`config.mk`:
```
export PLATFORM = sky130hd
export DESIGN_NAME = cache_ctrl
export DESIGN_NICKNAME = d
export VERILOG_FILES = /design/src/rtl/cache_ctrl.sv
export SDC_FILE = /design/constraint.sdc
export NUM_CORES = 1
export LEC_CHECK = 0
export CAP_MARGIN = 0
export CELL_PAD_IN_SITES_DETAIL_PLACEMENT = 0
export CELL_PAD_IN_SITES_GLOBAL_PLACEMENT = 2
export CORE_ASPECT_RATIO = 0.8
export CORE_MARGIN = 8
export CORE_UTILIZATION = 21
export CTS_CLUSTER_DIAMETER = 150
export DETAILED_ROUTE_END_ITERATION = 8
export PLACE_DENSITY = 0.79
export REMOVE_ABC_BUFFERS = 1
export SLEW_MARGIN = 30
export SYNTH_ARGS = -nofsm -noshare
export SYNTH_HDL_FRONTEND = slang
export SYNTH_SLANG_ARGS = --single-unit
```
`constraint.sdc`:
```
create_clock -name clk -period 2.2 [get_ports clk]
set_input_delay 0.66 -clock clk [delete_from_list [all_inputs] [get_ports clk]]
set_output_delay 0.66 -clock clk [all_outputs]
set_load 0.05 [all_outputs]
```
`src/rtl/cache_ctrl.sv`:
```
// Set-associative cache controller: sequences hits, dirty writeback, line fill,
// tag allocation and replay between the CPU, tag memory, data array and memory.
module cache_ctrl #(
  parameter int ATEG_WIDTH    = 7,
  parameter int AINDEX_WIDTH  = 6,
  parameter int CHANNEL_WIDTH = 3,
  parameter int WORD_WIDTH    = 2,
  parameter int DATA_WIDTH    = 32
) (
  input  logic                                        clk,
  input  logic                                        reset_n,
  input  logic                                        cpu_req,
  input  logic                                        cpu_we,
  input  logic [ATEG_WIDTH+AINDEX_WIDTH+WORD_WIDTH-1:0] cpu_addr,
  input  logic [DATA_WIDTH-1:0]                       cpu_wdata,
  output logic [DATA_WIDTH-1:0]                       cpu_rdata,
  output logic                                        cpu_ready,
  output logic [ATEG_WIDTH+AINDEX_WIDTH-1:0]          tm_addr,
  output logic                                        tm_wr,
  output logic                                        tm_md,
  input  logic [ATEG_WIDTH+1:0]                       tm_teg,
  input  logic [CHANNEL_WIDTH-1:0]                    tm_chan,
  input  logic                                        tm_hit,
  output logic [CHANNEL_WIDTH+AINDEX_WIDTH+WORD_WIDTH-1:0] da_addr,
  output logic                                        da_we,
  output logic [DATA_WIDTH-1:0]                       da_wdata,
  input  logic [DATA_WIDTH-1:0]                       da_rdata,
  output logic                                        mem_req,
  output logic                                        mem_we,
  output logic [ATEG_WIDTH+AINDEX_WIDTH-1:0]          mem_addr,
  output logic [DATA_WIDTH-1:0]                       mem_wdata,
  input  logic [DATA_WIDTH-1:0]                       mem_rdata,
  input  logic                                        mem_ack
);

  localparam int AW = ATEG_WIDTH + AINDEX_WIDTH + WORD_WIDTH;

  typedef enum logic [2:0] {
    IDLE, LOOKUP, RD, WR, WB, FILL, ALLOC
  } state_t;

  state_t                    state;
  logic [WORD_WIDTH-1:0]     cnt;
  logic                      req_we;
  logic [ATEG_WIDTH-1:0]     req_tag;
  logic [AINDEX_WIDTH-1:0]   req_index;
  logic [WORD_WIDTH-1:0]     req_word;
  logic [DATA_WIDTH-1:0]     req_wdata;
  logic [CHANNEL_WIDTH-1:0]  way;
  logic [ATEG_WIDTH-1:0]     victim_tag;
  logic                      beat;

  assign beat = mem_req && mem_ack;

  // mem_req rises one cycle after a burst state is entered (request setup
  // cycle) and stays high across the WB->FILL hand-over; acks count only
  // while it is already high.
  always_ff @(posedge clk) begin
    if (!reset_n) begin
      state      <= IDLE;
      cnt        <= '0;
      cpu_rdata  <= '0;
      mem_req    <= 1'b0;
      mem_we     <= 1'b0;
      req_we     <= 1'b0;
      req_tag    <= '0;
      req_index  <= '0;
      req_word   <= '0;
      req_wdata  <= '0;
      way        <= '0;
      victim_tag <= '0;
    end else begin
      case (state)
        IDLE: begin
          if (cpu_req) begin
            req_we    <= cpu_we;
            req_tag   <= cpu_addr[AW-1:AINDEX_WIDTH+WORD_WIDTH];
            req_index <= cpu_addr[AINDEX_WIDTH+WORD_WIDTH-1:WORD_WIDTH];
            req_word  <= cpu_addr[WORD_WIDTH-1:0];
            req_wdata <= cpu_wdata;
            state     <= LOOKUP;
          end
        end
        LOOKUP: begin
          way        <= tm_chan;
          victim_tag <= tm_teg[ATEG_WIDTH-1:0];
          if (tm_hit) begin
            state <= req_we ? WR : RD;
          end else if (tm_teg[ATEG_WIDTH+1] && tm_teg[ATEG_WIDTH]) begin
            mem_we <= 1'b1;
            state  <= WB;
          end else begin
            mem_we <= 1'b0;
            state  <= FILL;
          end
        end
        RD: begin
          cpu_rdata <= da_rdata;
          state     <= IDLE;
        end
        WR: state <= IDLE;
        WB: begin
          if (!mem_req) begin
            mem_req <= 1'b1;
          end else if (mem_ack) begin
            cnt <= cnt + 1'b1;
            if (cnt == '1) begin
              mem_we <= 1'b0;
              state  <= FILL;
            end
          end
        end
        FILL: begin
          if (!mem_req) begin
            mem_req <= 1'b1;
          end else if (mem_ack) begin
            cnt <= cnt + 1'b1;
            if (cnt == '1) begin
              mem_req <= 1'b0;
              state   <= ALLOC;
            end
          end
        end
        ALLOC: state <= LOOKUP;
        default: state <= IDLE;
      endcase
    end
  end

  always_comb begin
    tm_addr   = (state == IDLE) ? cpu_addr[AW-1:WORD_WIDTH] : {req_tag, req_index};
    cpu_ready = (state == RD) || (state == WR);
    tm_wr     = (state == ALLOC);
    tm_md     = (state == WR);
    da_we     = (state == WR) || ((state == FILL) && beat);
    da_wdata  = (state == FILL) ? mem_rdata : req_wdata;
    da_addr   = '0;
    mem_addr  = '0;
    mem_wdata = '0;
    case (state)
      RD, WR:   da_addr = {way, req_index, req_word};
      WB: begin
        da_addr   = {way, req_index, cnt};
        mem_addr  = {victim_tag, req_index};
        mem_wdata = da_rdata;
      end
      FILL: begin
        da_addr  = {way, req_index, cnt};
        mem_addr = {req_tag, req_index};
      end
      default: ;
    endcase
  end

endmodule

```
; Yosys cells after proc, flatten, opt, wreduce, memory -nomap -nowiden
; Cells that the tools add are included.
; Widths: inputs -> output; s select.
[totals]
regBits = 97
word_cells = 68
in_bits = 129
[classes]
reduce_logical = 14
add_sub_neg = 1
mux = 26
n_eq_ne = 15
[op_table]
columns = operator, n
row1 = $mux 32, 2
row2 = $pmux 13 s2, 1
row3 = $mux 3, 8
row4 = $pmux 11 s2, 1
row5 = $ne 2x2->1 const B, 8
row6 = $pmux 3 s5, 1
row7 = $mux 13, 1
row8 = $mux 1, 10
row9 = $eq 3x3->1 const B, 3
row10 = $reduce_and 7->1, 1
row11 = $eq 3x2->1 const B, 2
row12 = $reduce_and 5->1, 1
row13 = $pmux 1 s2, 2
row14 = $reduce_bool 2->1, 2
row15 = $reduce_or 2->1, 2
row16 = $eq 3x1->1 const B, 1
row17 = $logic_and 1x1->1, 3
row18 = $logic_not 3->1, 1
row19 = $reduce_and 3->1, 1
row20 = $add 2x1->2 const B, 1
row21 = $eq 2x2->1 const B, 1
row22 = $logic_or 1x1->1, 2
row23 = $reduce_and 2->1, 1

; Longest topological paths before layout
[depth]
word_depth = 5
ltp_mapped = 7
ltp_nobuf = 5

; Worst setup path before layout
; OpenSTA, ideal clock, no wires.
[synth_path]
kind = reg2out
from = reg mem_req
to = out da_we
n_path_buf = 0
arrival_ns = 2.116
t_required_ns = 1.540
path_stages_with_launch = 3
setup_slack_ns = -0.576
path_cell_list = dfxtp_1 nand3_1 a21boi_0
[synth_via]
elab_chain_len = 3
[synth_rtl]
columns = element, line
row1 = "start, declared", 28  ; output logic mem_req,
row2 = "start signal, assigned", 63  ; mem_req <= 1'b0;
row3 = "start signal, assigned", 104  ; mem_req <= 1'b1;
row4 = "start signal, assigned", 115  ; mem_req <= 1'b1;
row5 = $logic_and 1x1->1, 53  ; assign beat = mem_req && mem_ack;
row6 = $logic_and 1x1->1, 135  ; da_we = (state == WR) || ((state == FILL) && beat);
row7 = $logic_or 1x1->1, 135
row8 = "end, declared", 25  ; output logic da_we,
; No other way between the ends.

; Final worst setup path
[layout_path]
from = reg state[1]
to = out da_wdata[4]
[layout_via]
elab_chain_len = 2
[layout_rtl]
columns = element, line
row1 = "start, declared", 42  ; state_t state;
row2 = "start signal, assigned", 88  ; state <= req_we ? WR : RD;
row3 = $eq 3x3->1, 136  ; da_wdata = (state == FILL) ? mem_rdata : req_wdata;
row4 = $mux 32, 136
row5 = "end, declared", 26  ; output logic [DATA_WIDTH-1:0] da_wdata,
; No other way between the ends.

==> summary.md <==
| Metric | Value |
|---|---|
| Most frequent CP cell | buf_12 |
| Setup TNS | -11280 ps |
| Post-place setup slack | -168 ps |
| Largest net degree at the start of global routing | 40 |
| Reg clk slew, reported paths | 70 ps |
| Area grow syn2layout | 100% |
| Clk sink count | 97 |
| Ant. Diodes | 0 |
| Total core area | ~0.022 sq mm |
| Fin area | 0.00948 sq mm |
| Worst hold slack | 452 ps |
| CP Capture Type | output port |
| Post-DP Area | 0.00853 sq mm |
| CTS root buffer | clkbuf_16 |
| Gr usage total | 14.1% |
| Max VDD drop | between 300 and 400 uV |
| Slowest cell on crit path | dfxtp_4 |
| RSZ-0062 raised after global routing | yes |
| Fraction of registers with async set/reset | 0% |
| Hold buffers post-CTS | 0 |
| Layout cells sized above 1 | 35.4% |
| Cell Chain, Critical Path | nand3b_1 > buf_12 > buf_16 > mux2_2 > buf_12 |
| Die area | between 0.02 and 0.03 sq mm |
| Initial drt markers | 154 |
| Detailed Place HPWL | 14.6 mm |
| Die H | 150 microns |
| Final period utilization | 109% |
| Clock buffer depth | 2 |
| Normalized max-slew margin | around 65% |
| Die width | 184 microns |
| Wirelength per Cell | 17.6 microns |
| Post-route DRC violation count | 0 |
| WP data required | 1540 ps |
| Initial Util | 21.2% |
| Grt total ovfl | 0 |
| Initial antenna violation count | 0 |
| Vias | 4703 |
| Drt first pass iters | 4 |
| Commonest non-fill, non-tap cell in the layout | nand2_1 |
| CTS tree | yes |
| DR WL met3 | 1.21 mm |
| Max_cap viols | 0 |
| Most frequent cells in the layout | 165 x nand2_1, 126 x clkdlybuf4s50_1, 94 x dfxtp_1 |
| Top Metal Used | met4 |
| Post-synth cell types | 34 |
| Nets | between 900 and 1000 |
| Syn Std Cell Area | 0.00473 sq mm |
| Outcome | finished, violations left |
| Pwr dens | 640 mW/mm^2 |
| Maximum achievable frequency | 418 MHz |
| Critical path launch point type | flip-flop |
| Gpl congestion | 0.726 |
| CTS Buf Count | 9 |
| WL final | 20.1 mm |
| Drt via density | 4.12 |
| Critical path class | reg -> out |
| Static leakage | 3.89 nW |
| Sequential-to-total area share from yosys stat | about two fifths |
| Fill cells | 2203 |
| Fin. Hold Viols | 0 |
| Minimum clock period | approximately 2400 ps |
| CP bufs+invs | 3 |
| Global-route wire length before repair | 29.9 mm |
| Worst hold path type | reg -> reg |
| Cell Rows | 49 |
| Crit path max-delay family | buffers and inverters |
| Vias in the first global route | roughly 4800 |
| Power, Total | roughly 6 mW |
| Endpoints failing setup | 87 |
| Failing checks | setup timing |
| Remaining antenna violation count | 0 |
| Worst-Skew Late Latency | 350 ps |
| Routed wl met2 | around 10 mm |
| Critical Path AT | between 1500 and 2000 ps |
| Syn Area/Cell | about 8.6 sq um |
| Syn Inst Count | 550 |
| EDFF count, synth | 0 |
| Max FO, Critical Path | 16 |
| Met1 wire length | 8.75 mm |
| CP peak stage delay | 380 ps |
| Final worst setup slack | -192 ps |
| Fin. max-slew vios | 0 |
| I/O pins | 268 |
| Synth Flop Type | dfxtp_1 |
| Synth Warn # | 0 |
| Worst-margin pin slew | 530 ps |
| Flop and latch count out of synthesis | 97 |
| H-Tree Depth | 3 |
| Clk_skew | 5.49 ps |
| Number of port buffers | 267 |
## area by class of cell
class,instances,area [sq um],share of cell area [%]
inverters,3,13.8,0.145
multi-input cells,410,2810,29.6
repair buffers,310,4040,42.6
well taps,306,383,4.04
flip-flops and latches,97,1950,20.6
clock inverters,5,38.8,0.409
clock buffers,11,243,2.56
## worst register-to-register path, delay by kind of cell (launching register included)
kind,cells,cell delay [ps]
compound gates,1,140
buf+inv,3,520
flops,1,370
simple gates,3,570
## sequential cells by signal, indices dropped and copies added, names as in the netlist
register / count
cpu_rdata: 32
req_wdata: 32
req_tag: 7
victim_tag: 7
req_index: 6
state: 3
way: 3
cnt: 2
req_word: 2
mem_req: 1
mem_we: 1
req_we: 1
## synthesized netlist by cell type, drive strengths merged (3+ instances only)
master	n	area share [%]
nor2	11	0.93
mux2i	19	4.0
inv	3	0.24
mux2	45	11
dfxtp	97	41
nand2	167	13
clkbuf	16	1.3
buf	24	3.4
a21boi	82	13
and2	50	6.6
nand2b	4	0.58
nor2b	13	1.7
## power by group
part	total (mW)	switching, mW	internal [mW]
Sequential	1.97	0.0895	1.88
Clock	1.54	0.736	0.808
Combinational	2.55	1.30	1.24
Total	6.07	2.13	3.94
## timing repair
| action | in CTS | in global routing |
|---|---|---|
| setup buffers | 9 | 6 |
| gates resized for setup | 83 | 63 |
| pin swaps | 3 | 25 |
| endpoints found under the setup margin | 103 | 110 |
| cloned | 4 | 2 |
## logic make-up after synthesis
family,count (synthesis),share of synthesized area (%)
DFF,97,41.0
buffers and inverters,43,4.89
and+or+nand+nor,252,24.3
AOI/OAI and AO/OA,92,14.6
muxes,64,14.7
adders and majority gates,1,0.264
xor gates and xnor gates,1,0.185
## through the flow
step,util [%],cells
after floorplan,-,510
after global placement,38.2,1108
after detailed placement,38.2,1108
after CTS,41.4,1137
after global routing,42.5,1142
final,42.5,1142
## layer usage
metal | global-route usage, % | vias up
met5 | 0 | -
met1 | 17.4 | 2213
met2 | 23.8 | 113
met3 | 4.78 | 12
li1 | - | 2365
met4 | 2.82 | 0
## path summary, 6_finish.rpt
kind	from	endpoint	slack [ps]	depth (start not counted)
setup / recovery	state[1]	da_wdata[4]	-190	5
hold / removal	req_wdata[25]	req_wdata[25]	450	2
setup reg to reg	state[1]	req_tag[4]	530	7
hold reg to reg	req_wdata[25]	req_wdata[25]	450	2
No activity file was read; power rests on OpenSTA's default activity.
